[config.mk]
export PLATFORM = sky130hd
export DESIGN_NAME = mipi_hs_serializer
export DESIGN_NICKNAME = d
export VERILOG_FILES = /design/src/rtl/mipi_hs_serializer.sv
export SDC_FILE = /design/constraint.sdc
export NUM_CORES = 1
export LEC_CHECK = 0
export BUFFER_PORTS_ARGS = -buffer_cell sky130_fd_sc_hd__buf_2
export CORE_MARGIN = 2
export CORE_UTILIZATION = 40
export DETAILED_ROUTE_END_ITERATION = 8
export HOLD_SLACK_MARGIN = 0.12
export PLACE_DENSITY = 0.62
export RECOVER_POWER = 50
export SETUP_SLACK_MARGIN = 0.02
export SKIP_LAST_GASP = 1
export SLEW_MARGIN = 20
export SYNTH_ARGS = -nofsm -noshare
export SYNTH_HDL_FRONTEND = slang
export SYNTH_SLANG_ARGS = --single-unit
[constraint.sdc]
create_clock -name TxDDRClkHS -period 2.6 [get_ports TxDDRClkHS]
set_input_delay 0.52 -clock TxDDRClkHS [delete_from_list [all_inputs] [get_ports TxDDRClkHS]]
set_output_delay 0.52 -clock TxDDRClkHS [all_outputs]
set_load 0.1 [all_outputs]
[src/rtl/mipi_hs_serializer.sv]
// HS-mode transmit serializer for one D-PHY data lane: HS-ZERO, SoT sync byte,
// LSB-first payload bytes and HS-TRAIL, one bit per TxDDRClkHS rising edge.
module mipi_hs_serializer #(
  parameter int unsigned ZERO_CYC  = 16,
  parameter int unsigned TRAIL_CYC = 16,
  parameter logic [7:0]  SYNC_WORD = 8'hB8
) (
  input  logic       TxDDRClkHS,
  input  logic       HS_SER_RST,
  input  logic       TX_REQ,
  input  logic [7:0] TX_DATA,
  input  logic       TX_VALID,
  output logic       TX_READY,
  output logic       DTXHSP,
  output logic       HS_TX_EN,
  output logic       HS_BYTE_CLKD,
  output logic       BURST_DONE,
  output logic [2:0] state_dbg
);

  // Handshake: a byte moves on a rising edge where TX_READY (registered, shown
  // during bit slot 7 of the outgoing byte) and TX_VALID are both 1; TX_VALID
  // without TX_READY is ignored and the byte stays with the producer.

  typedef enum logic [2:0] {
    S_IDLE  = 3'd0,
    S_ZERO  = 3'd1,
    S_SYNC  = 3'd2,
    S_DATA  = 3'd3,
    S_TRAIL = 3'd4
  } state_t;

  localparam logic [7:0] ZERO_LAST  = 8'(ZERO_CYC - 1);
  localparam logic [7:0] TRAIL_N    = 8'(TRAIL_CYC);
  localparam logic [7:0] TRAIL_LAST = 8'(TRAIL_CYC - 1);

  // State names the slot that the next rising edge launches onto the line.
  state_t     state_q, state_d;
  logic [7:0] phase_q, phase_d;
  logic [2:0] bit_q, bit_d;
  logic [7:0] shreg_q, shreg_d;
  logic       ready_d, dtx_d, en_d, bclk_d, done_d;

  assign state_dbg = state_q;

  always_ff @(posedge TxDDRClkHS or posedge HS_SER_RST) begin
    if (HS_SER_RST) begin
      state_q      <= S_IDLE;
      phase_q      <= 8'd0;
      bit_q        <= 3'd0;
      shreg_q      <= 8'd0;
      TX_READY     <= 1'b0;
      DTXHSP       <= 1'b0;
      HS_TX_EN     <= 1'b0;
      HS_BYTE_CLKD <= 1'b0;
      BURST_DONE   <= 1'b0;
    end else begin
      state_q      <= state_d;
      phase_q      <= phase_d;
      bit_q        <= bit_d;
      shreg_q      <= shreg_d;
      TX_READY     <= ready_d;
      DTXHSP       <= dtx_d;
      HS_TX_EN     <= en_d;
      HS_BYTE_CLKD <= bclk_d;
      BURST_DONE   <= done_d;
    end
  end

  always_comb begin
    state_d = state_q;
    phase_d = phase_q;
    bit_d   = bit_q;
    shreg_d = shreg_q;
    ready_d = 1'b0;
    dtx_d   = 1'b0;
    en_d    = 1'b0;
    bclk_d  = 1'b0;
    done_d  = 1'b0;
    case (state_q)
      S_IDLE: begin
        if (TX_REQ) begin
          state_d = S_ZERO;
          phase_d = 8'd0;
        end
      end
      S_ZERO: begin
        en_d = 1'b1;
        if (phase_q == ZERO_LAST) begin
          state_d = S_SYNC;
          phase_d = 8'd0;
          bit_d   = 3'd0;
          shreg_d = SYNC_WORD;
        end else begin
          phase_d = phase_q + 8'd1;
        end
      end
      S_SYNC, S_DATA: begin
        en_d = 1'b1;
        // DATA with bit index 0 is the byte boundary: launch a new byte or the trail.
        if (state_q == S_DATA && bit_q == 3'd0) begin
          if (TX_READY && TX_VALID) begin
            shreg_d = TX_DATA;
            dtx_d   = TX_DATA[0];
            bclk_d  = 1'b1;
            bit_d   = 3'd1;
          end else begin
            state_d = S_TRAIL;
            dtx_d   = ~shreg_q[7];
            phase_d = 8'd1;
            done_d  = (TRAIL_CYC == 1);
          end
        end else begin
          dtx_d   = shreg_q[bit_q];
          bclk_d  = ~bit_q[2];
          ready_d = (bit_q == 3'd7) && TX_REQ;
          bit_d   = bit_q + 3'd1;
          if (bit_q == 3'd7)
            state_d = S_DATA;
        end
      end
      S_TRAIL: begin
        if (phase_q == TRAIL_N) begin
          // Going quiet; a request still held here starts the next burst.
          state_d = TX_REQ ? S_ZERO : S_IDLE;
          phase_d = 8'd0;
        end else begin
          en_d    = 1'b1;
          dtx_d   = ~shreg_q[7];
          done_d  = (phase_q == TRAIL_LAST);
          phase_d = phase_q + 8'd1;
        end
      end
      default: begin
        state_d = S_IDLE;
      end
    endcase
  end

endmodule

Word-level counts from Yosys, hierarchy flattened --
Cells that the tools add are included.
Word-level totals: bits in registers 27, memories 0, output and inout bits 8, bits in latches 0, logic and storage cells 80, bits in writable memories 0, memory bits (read-only) 0, input bits 12
Operators by class: add/subtract/negate cells 2, magnitude comparators 1, multipliers 0, reduce and logical (&&, ||, !) cells 13, bitwise gates (word level) 2, multiplexer cells 37, shifts and indexed selects 0, div/mod/pow operators 0, eq/ne operators 16
Operators with widths (number):
- $mux W8 | 8
- $pmux W8 S4 | 1
- $mux W3 | 9
- $pmux W8 S2 | 1
- $mux W1 | 13
- $ne A2 B2 Y1 const B | 6
- $pmux W3 S4 | 1
- $ne A3 B3 Y1 const B | 3
- $add A8 B1 Y8 const B | 1
- $eq A8 B4 Y1 const B | 1
- $eq A8 B5 Y1 const B | 1
- $reduce_and A4 Y1 | 2
- $eq A3 B2 Y1 const B | 2
- $eq A3 B3 Y1 const B | 2
- $logic_not A3 Y1 | 2
- $pmux W3 S2 | 1
- $reduce_and A5 Y1 | 1
- $lt A3 B4 Y1 const B | 1
- $pmux W1 S2 | 2
- $reduce_bool A4 Y1 | 1
- $add A3 B1 Y3 const B | 1
- $bmux W1 S3 | 1
- $eq A3 B1 Y1 const B | 1
- $logic_and A1 B1 Y1 | 3
- 5 further kinds | 6

Logic depth before layout (Yosys ltp) --
Gate-level depths: netlist of run 1.
depth after elaboration 4, mapped depth 7, depth with buffers taken out 6

Worst setup path before layout of run 1 --
OpenSTA, ideal clock, no wires.
path kind reg-to-reg, from register state_q[2] (netlist: state_dbg[2]), to register state_q[1] (netlist: state_dbg[1]), arrival 2.324 ns, clock period less this slack 2.448 ns, setup time 0.124 ns, cell stages (with the launch flop) 6, path slack 0.152 ns, buffers on the path 1, data required time 2.476 ns, cells stage by stage dfrtp_1 -> buf_4 -> or3b_1 -> a21oi_1 -> nor3_2 -> or2_1
Between the ends: word-level cells in the longest chain between the ends 4, elaborated cells on any way between the ends 15, classes of those cells eq/ne: 9; mux: 2; reduce/logical: 4
Ends and longest elaborated chain:
- start, declared | line 38 | state_t state_q, state_d;
- start signal, assigned | line 58 | state_q <= state_d;
- $eq A3 B2 Y1, on equally long branches | line 80, 101
- $reduce_or A2 Y1 or $logic_and A1 B1 Y1 (tied branches) | line 80, 101
- $ne A3 B3 Y1 (no line) or $mux W3 (tied branches)
- $reduce_and A5 Y1 (no line) or $pmux W3 S4 (tied branches)
Parallel ways exist; a longest one is shown, timed or not. A chain may end at the register's enable or synchronous reset.

Worst setup path in the final report of run 1 --
Ends and elaborated chain as after synthesis.

==> flow_summary.ini, run 1 <==
[status]
status = complete, no violations

[power]
power.density_nw_per_um2 = 1230
internal_power_mw = 1.08
p_sw_share_pct = 48.7
p_switching_mw = 1.03
irDropWorstVdd_v = 0.000622
seqPwrFrac_pct = 36.0
leakage_nw = 0.770
power_mw = 2.11
p_comb_share_pct = 52.7
clock_power_share_pct = 11.3

[synthesis]
post-synth-top-area-cell = dfrtp_1
yosysSeqAreaShare_pct = 44.5
synth-edff-count = 0
syn_inst = 149
async_reset_ff_share_pct = 100
ys_top_cells_by_count = dfrtp_1, nand2_1, o21ai_0
synth_top_area_share_pct = 44.5
syn-cell-area_um2 = 1520
post_synth_num_cell_types = 43
synth-main-ff-cell = dfrtp_1
synth_most_common_cell = dfrtp_1
ys_ff_latch = 27
yosysWarningCount = 0
yosys-top-cells-area = dfrtp_1, mux2_2, ha_1, o21ai_0, nand2_1
syn_nets = 166
postSynthAreaPerCell_um2 = 10.2

[timing]
period_share_pct = 79.7
tightest_slew_ns = 1.49
setup_viol = 0
hold_viol = 0
period_needed_ns = 2.07
rsz0062_at_grt = false
relSlewSlack_pct = 0.635
skew_ns = 0.00270
tns_ns = 0
fmax_mhz = 482
slew_violations = 0

[setup_path]
cp.required_ns = 2.76
r2r_end = state_dbg[1]$_DFFE_PP0P_
path_buf_inv = 0
slowest_delay_ns = 0.57
path_max_fanout = 12
rr_worst_depth = 4
startpoint_type = flop
reg2reg_setup_slack_ns = 0.53
path_cells = or3b_4, o22ai_1, nor3_2, or2_1
critical_path_class = flop to flop
crit_arrival_ns = 2.23
cp_slowest_cell = o22ai_1
endpoint_kind = flop
r2r_start = state_dbg[2]$_DFFE_PP0P_
cp.depth = 4
crit_family = simple AND/OR/NAND/NOR gates

[cts]
clock_latency_ns = 0.27
cts-root-buf = clkbuf_8
ctsResizeCount = 0
numCtsBuffers = 3
htree_levels = 1
cts_sinks = 27
cts.reportedPaths.clkPinSlew_ns = 0.09
cts_tree = done
hold_buffers = 0
clock_path_buffers = 2
postCtsSetupRepairBufs = 0

[layout]
num_antenna_cells = 0
areaGrowthSynthToFinish_pct = 13.1
fin_nets = 189
drive_gt1_share_pct = 21.1
final_area_um2 = 1720

[floorplan]
die_height_um = 65.6
row_count = 22
die-area_um2 = 4310
io_pins = 20
start_util_pct = 41.5
die_w_um = 65.6
core_area_um2 = 3660

[placed_design]
portBuffers = 19
placed_area_um2 = 1680
place_congestion = 0.841
dp_hpwl_um = 2450

[route]
drt_iter0_drc = 71
vias = 1209
post_drt_wl_per_cell_um = 15.1
ant_nets = 0
drt_pass1_iterations = 4
viasPerCell = 5.52
drt_wl_total_um = 3310
drc = 0

[global_route]
grt_pass1_wl_um = 5630
grt_pass1_vias = 1229
antenna_found_initial = 0
grt_max_degree = 28
track_usage_pct = 17.0
grt_overflow = 0

[min_path]
min_to = shreg_q[6]$_DFFE_PP0P_
min-delay-start = TX_DATA[6]
hold-path-cell-count = 3
hold_path_class = input port to flop

[run]
cap_viol_max_count = 0
[per-layer routing]
| layer | share of wire [%] | wire [µm] | GRT usage (%) |
|---|---|---|---|
| met5 | 0 | 0 | 0 |
| met1 | 44 | 1450 | 21.5 |
| met4 | 1.2 | 40 | 5.47 |
| met3 | 2.3 | 77 | 2.05 |
| met2 | 53 | 1740 | 30.1 |
[metrics by stage]
step / instances / utilization, % / hold slack (ns) / setup WS (ns)
floorplan: 149 / - / 0.475 / 0.152
global placement: 215 / 45.8 / 0.489 / 0.600
detailed placement: 215 / 45.8 / 0.498 / 0.559
CTS: 219 / 47.1 / 0.311 / 0.511
global route: 219 / 46.9 / 0.497 / 0.420
finish: 219 / 46.9 / 0.481 / 0.527
[worst reg2reg max path, cell delays in order, from the launching register on]
cell	delay, ns
dfrtp_1	0.50
or3b_4	0.47
o22ai_1	0.58
nor3_2	0.17
or2_1	0.25
[how the worst max path moves through the flow]
stage	from	endpoint	slack, ns
finish	state_dbg[2]$_DFFE_PP0P_	state_dbg[1]$_DFFE_PP0P_	0.53
global route	state_dbg[2]$_DFFE_PP0P_	state_dbg[1]$_DFFE_PP0P_	0.42
CTS	bit_q[0]$_DFFE_PP0P_	shreg_q[5]$_DFFE_PP0P_	0.51
detailed placement	bit_q[0]$_DFFE_PP0P_	shreg_q[5]$_DFFE_PP0P_	0.56
global placement	bit_q[0]$_DFFE_PP0P_	shreg_q[3]$_DFFE_PP0P_	0.60
floorplan	state_dbg[2]$_DFFE_PP0P_	state_dbg[1]$_DFFE_PP0P_	0.15
[placed cells by master (no fill, tap or decap), types with 2 or more instances in the layout]
master and n:
a211o_1 2, a21oi_1 4, and2_1 3, and3_1 2, and4b_1 2, buf_2 18, buf_4 2, clkbuf_1 3
clkbuf_8 3, dfrtp_1 27, ha_1 5, inv_1 9, mux2_2 6, mux2i_1 4, mux4_2 2, nand2_1 14
nand2b_1 8, nand3_1 4, nor2_1 7, nor3_1 5, nor4_1 2, o21ai_0 12, o22ai_1 5
[flip-flops by register name (all words and copies together), names as in the netlist]
name and flops:
shreg_q 8, DTXHSP 1, HS_BYTE_CLKD 1, phase_q 8, HS_TX_EN 1, state_dbg 3, BURST_DONE 1, TX_READY 1
bit_q 3
[kinds of logic after synthesis]
group	share of synthesized area, %
compound gates	15.1
xor+xnor	0.577
fa+ha+maj	4.12
buf+inv	3.46
flops	44.5
mux	10.0
simple gates	22.2
[power by group through the flow]
| stage | clock [mW] | sequential (mW) | combinational [mW] |
|---|---|---|---|
| after floorplan | 0 | 0.976 | 0.659 |
| after global placement | 0 | 0.758 | 1.09 |
| after detailed placement | 0 | 0.769 | 1.12 |
| after CTS | 0.245 | 0.761 | 1.13 |
| after global routing | 0.266 | 0.792 | 1.22 |
| final | 0.237 | 0.760 | 1.11 |
[area by class of cell]
| cell class | count | area [µm²] |
|---|---|---|
| clock buffer | 4 | 45.0 |
| multi-input combinational | 109 | 791 |
| tap | 48 | 60.1 |
| sequential | 27 | 676 |
| inverter | 9 | 33.8 |
| timing repair buffer | 22 | 113 |
| fill | 349 | 1940 |
Power figures use the tool's default switching activity.
==> inputs of run 2 (changes only) <==
--- a/config.mk
+++ b/config.mk
@@ -10,7 +10,7 @@
 export CORE_UTILIZATION = 40
 export DETAILED_ROUTE_END_ITERATION = 8
 export HOLD_SLACK_MARGIN = 0.12
-export PLACE_DENSITY = 0.62
+export PLACE_DENSITY = 0.64
 export RECOVER_POWER = 50
 export SETUP_SLACK_MARGIN = 0.02
 export SKIP_LAST_GASP = 1
==> constraint.sdc (replaced) <==
create_clock -name TxDDRClkHS -period 1.88 [get_ports TxDDRClkHS]
set_input_delay 0.376 -clock TxDDRClkHS [delete_from_list [all_inputs] [get_ports TxDDRClkHS]]
set_output_delay 0.376 -clock TxDDRClkHS [all_outputs]
set_load 0.1 [all_outputs]
==> run 2 against run 1 <==
Design area is 8.4% higher. Worst setup slack worse by 0.50 ns. Final cell count is 5.9% higher. Largest power group unchanged.
==> flow_summary.ini, run 2 (synthesis gave the netlist of run 1 again) <==
[status]
status = complete, no violations

[setup_path]
cp_slowest_cell = dfrtp_4
rr_worst_depth = 4
path_cells = or3b_4, nand4b_4, a21oi_4, mux2_4
path_max_fanout = 7
crit_family = simple AND/OR/NAND/NOR gates
cp.depth = 4
slowest_delay_ns = 0.49
crit_arrival_ns = 2.03
critical_path_class = flop to flop
startpoint_type = flop
path_buf_inv = 0
endpoint_kind = flop
cp.required_ns = 2.05

[floorplan]
die-area_um2 = 4310
io_pins = 20
core_area_um2 = 3660
row_count = 22
start_util_pct = 41.5
die_height_um = 65.6
die_w_um = 65.6

[timing]
tightest_slew_ns = 0.696
period_share_pct = 98.8
hold_viol = 0
fmax_mhz = 538
rsz0062_at_grt = true
setup_viol = 0
tns_ns = 0
relSlewSlack_pct = 53.6
whs_ns = 0.264
period_needed_ns = 1.86
skew_ns = 0.00544
slew_violations = 0

[layout]
final_common_cell = dfrtp_1
areaGrowthSynthToFinish_pct = 22.6
layout_common_cells = dfrtp_1, buf_2, nand2_1, buf_4, o21ai_0
fin_nets = 202
top_regs = phase_q (8), shreg_q (8)
utilization_pct = 50.9
final_area_um2 = 1860
multiInputGateArea_um2 = 820
num_antenna_cells = 0
drive_gt1_share_pct = 31.5
regArea_um2 = 683
fill_cells = 327

[cts]
cts_sinks = 27
cts_tree = done
cts.reportedPaths.clkPinSlew_ns = 0.10
clock_latency_ns = 0.28
clock_path_buffers = 2
cts-root-buf = clkbuf_8
numCtsBuffers = 3
htree_levels = 1

[global_route]
grt-busiest-layer = met2
track_usage_pct = 17.0
grt_pass1_vias = 1203
grt_pass1_wl_um = 5680
met2_usage_pct = 26.5
grt_max_degree = 28
antenna_found_initial = 0
grt_overflow = 0
use_met1_pct = 24.8
met3_usage_pct = 2.57

[min_path]
hold_path_class = input port to asynchronous set/reset pin

[route]
drt_iter0_drc = 143
post_drt_wl_per_cell_um = 14.3
vias = 1226
viasPerCell = 5.28
drt_pass1_iterations = 4
ant_nets = 0
drc = 0
drt_wl_total_um = 3320

[placed_design]
place_congestion = 0.805
portBuffers = 19
dp_hpwl_um = 2440
placed_area_um2 = 1780

[run]
cap_viol_max_count = 0

[power]
power_mw = 3.18
irDropWorstVdd_v = 0.000462
leakage_nw = 0.855
power.density_nw_per_um2 = 1710
[run 2: repair_timing]
action,in CTS,in global routing
hold buffers,0,0
gates resized for setup,0,3
endpoints found under the setup margin,1,20
setup buffers,0,3
pin swaps,1,1
[run 2: per-stage QoR]
stage,std cells,setup slack [ns]
3_5_place_dp,225,0.0332
4_1_cts,229,0.0425
5_1_grt,232,-0.0589
3_3_place_gp,225,0.0685
2_1_floorplan,149,-0.250
6_report,232,0.0226
[run 2: worst reg2reg max path: stages, from the launching register on]
cell and delay, ns:
dfrtp_4 0.49, or3b_4 0.41, nand4b_4 0.19, a21oi_4 0.32
mux2_4 0.34
[run 2: per-layer routing]
layer  share of wire (%)  vias up
met3                 4.2        4
li1                    -      607
met1                  48      583
met2                  47       32
met5                   0        -
met4                0.66        0
[run 2: cell type report]
type / instances / area share, %
Timing Repair Buffer: 35 / 11.6
Sequential cell: 27 / 36.7
Clock inverter: 1 / 0.403
Multi-Input combinational cell: 109 / 44.0
Clock buffer: 3 / 2.22
Tap cell: 48 / 3.23
Inverter: 9 / 1.81
[run 2: path summary, 6_finish.rpt]
| path | startpoint | end | slack [ns] |
|---|---|---|---|
| worst max-delay path | state_dbg[2]$_DFFE_PP0P_ | shreg_q[5]$_DFFE_PP0P_ | 0.02 |
| worst min-delay path | HS_SER_RST | phase_q[7]$_DFFE_PP0P_ | 0.26 |
| worst max register to register | state_dbg[2]$_DFFE_PP0P_ | shreg_q[5]$_DFFE_PP0P_ | 0.02 |
| worst min register to register | shreg_q[3]$_DFFE_PP0P_ | shreg_q[3]$_DFFE_PP0P_ | 0.53 |
| max in group asynchronous | HS_SER_RST | state_dbg[2]$_DFFE_PP0P_ | 1.10 |
| min in group TxDDRClkHS | TX_DATA[1] | shreg_q[1]$_DFFE_PP0P_ | 0.33 |
[run 2: where the power goes]
group / switching, mW / internal, mW / total, mW
sequential: 0.185 / 0.813 / 0.997
clock: 0.191 / 0.151 / 0.342
combinational: 1.11 / 0.727 / 1.84
==> inputs of run 3 (changes only) <==
==> constraint.sdc (replaced) <==
create_clock -name TxDDRClkHS -period 1.88 [get_ports TxDDRClkHS]
set_input_delay 0.094 -clock TxDDRClkHS [delete_from_list [all_inputs] [get_ports TxDDRClkHS]]
set_output_delay 0.094 -clock TxDDRClkHS [all_outputs]
set_load 0.1 [all_outputs]
==> run 3 against run 2 <==
Critical endpoint is now phase_q[4]$_DFFE_PP0P_. Combinational power about the same. Non-clock buffer count up 5. Via count increased by 4.9%. Die area unchanged. Design area up 3.8%. Largest cell class unchanged. Flip-flop and latch count stayed put. Core utilization rose by 1.9 points. Fmax increased by 1.5%. Highest routed layer unchanged. Register-to-register slack better by 0.03 ns.
==> flow_summary.ini, run 3 (synthesis gave the netlist of run 1 again) <==
[placed_design]
dp_hpwl_um = 2500
place_congestion = 0.835
portBuffers = 19
placed_area_um2 = 1790
place_ws_ns = 0.0679

[setup_path]
critical_path_class = flop to flop
endpoint = phase_q[4]$_DFFE_PP0P_
cp_slowest_cell = dfrtp_1
cp.depth = 7
crit_family = compound AO/OA/AOI/OAI gates
critical_path.startpoint = phase_q[0]$_DFFE_PP0P_
reg2reg_setup_slack_ns = 0.05
slowest_delay_ns = 0.43
path_max_fanout = 5
path_cells = inv_1, ha_1, nor4bb_2, o22ai_2, buf_4, o22ai_1, o21ai_0
rr_worst_depth = 7
endpoint_kind = flop
startpoint_type = flop
r2r_start = phase_q[0]$_DFFE_PP0P_
r2r_end = phase_q[4]$_DFFE_PP0P_
cp.required_ns = 2.02
path_buf_inv = 2
crit_arrival_ns = 1.97

[global_route]
antenna_found_initial = 0
track_usage_pct = 17.5
grt_pass1_vias = 1268
grt_overflow = 0
grt_max_degree = 28
grt_pass1_wl_um = 5720

[layout]
top_regs = phase_q (8), shreg_q (8)
utilization_pct = 52.8
drive_gt1_share_pct = 30.7
final_common_cell = dfrtp_1
num_antenna_cells = 0
fin_nets = 207
final_area_um2 = 1930
areaGrowthSynthToFinish_pct = 27.3
layout_common_cells = dfrtp_1, buf_2, nand2_1, buf_4, o21ai_0

[timing]
relSlewSlack_pct = 22.3
fmax_mhz = 547
period_needed_ns = 1.83
rsz0062_at_grt = true
tightest_slew_ns = 1.17
skew_ns = 0.00383
period_share_pct = 97.3
whs_ns = 0.138
fin_ws_ns = 0.0504
slew_violations = 0
setup_viol = 0
hold_viol = 0

[floorplan]
die-area_um2 = 4310
row_count = 22
io_pins = 20
core_area_um2 = 3660
die_height_um = 65.6
start_util_pct = 41.5
die_w_um = 65.6

[cts]
numCtsBuffers = 3
cts_tree = done
clock_path_buffers = 2
cts-root-buf = clkbuf_8
clock_latency_ns = 0.27
cts_sinks = 27
htree_levels = 1
cts.reportedPaths.clkPinSlew_ns = 0.09

[run]
cap_viol_max_count = 0

[route]
vias = 1286
ant_nets = 0
post_drt_wl_per_cell_um = 14.3
drt_pass1_iterations = 5
drc = 0
viasPerCell = 5.43
drt_iter0_drc = 47
drt_wl_total_um = 3390

[min_path]
min-delay-start = TX_DATA[5]
hold_path_class = input port to flop

[power]
leakage_nw = 0.879
power.density_nw_per_um2 = 1640
irDropWorstVdd_v = 0.000531

[status]
status = complete, no violations
==> run 3: cell types whose count changed in the layout (fill, tap and decap cells not counted), sizes merged <==
cell	previous run	this run
dlygate4sd3	0	5
clkinv	0	1
clkbuf	4	8
clkinvlp	1	0
buf	34	30
==> run 3: per-stage QoR <==
stage	setup TNS, ns	power [mW]	std cells
final	0	3.18	237
after CTS	0	3.14	235
after global routing	-0.118	3.44	237
after global placement	0	2.75	226
after detailed placement	0	2.80	226
after floorplan	-2.12	2.31	149
==> run 3: power by group <==
part           total [mW]  switching, mW  internal, mW  leakage, nW
logic                1.87           1.13         0.738        0.527
registers           0.990          0.177         0.813        0.326
clock network       0.322          0.174         0.148       0.0255
total                3.18           1.48          1.70        0.879
==> run 3: final cells by class <==
| class | count | area (µm²) |
|---|---|---|
| Multi-Input combinational cell | 109 | 836 |
| Sequential cell | 27 | 683 |
| Timing Repair Buffer | 40 | 274 |
| Inverter | 9 | 33.8 |
| Clock buffer | 3 | 41.3 |
| Fill cell | 350 | 1730 |
| Clock inverter | 1 | 5.00 |
| Tap cell | 48 | 60.1 |
==> run 3: worst min path at each step <==
| stage | end | slack (ns) | depth (start not counted) |
|---|---|---|---|
| 5_1_grt | shreg_q[7]$_DFFE_PP0P_ | 0.13 | 3 |
| 4_1_cts | shreg_q[5]$_DFFE_PP0P_ | 0.13 | 3 |
| 2_1_floorplan | BURST_DONE$_DFF_PP0_ | 0.15 | 1 |
| 3_3_place_gp | DTXHSP$_DFF_PP0_ | 0.17 | 3 |
| 3_5_place_dp | DTXHSP$_DFF_PP0_ | 0.18 | 3 |
| 6_report | shreg_q[5]$_DFFE_PP0P_ | 0.14 | 3 |
==> run 3: timing repair <==
action / 4_1_cts / 5_1_grt
hold buffers: 5 / 0
setup buffers: 0 / 2
setup endpoints to repair: 0 / 14
hold endpoints to repair: 31 / 0
gates resized for setup: 0 / 7
==> run 3: per-layer routing <==
layer | track usage [%] | vias to the layer above | share of wire, %
met5 | 0 | - | 0
met1 | 22.9 | 618 | 45
met2 | 29.5 | 48 | 48
met4 | 5.99 | 0 | 1.1
met3 | 2.57 | 4 | 6.2
li1 | - | 616 | -
==> run 3: worst register-to-register path: cells and delay by family, from the launching register on <==
kind	cells	cell delay [ns]
buffers and inverters	2	0.27
AO/OA/AOI/OAI	3	0.49
AND/OR/NAND/NOR	1	0.38
adder cells (fa/ha/maj)	1	0.13
flip-flops	1	0.43
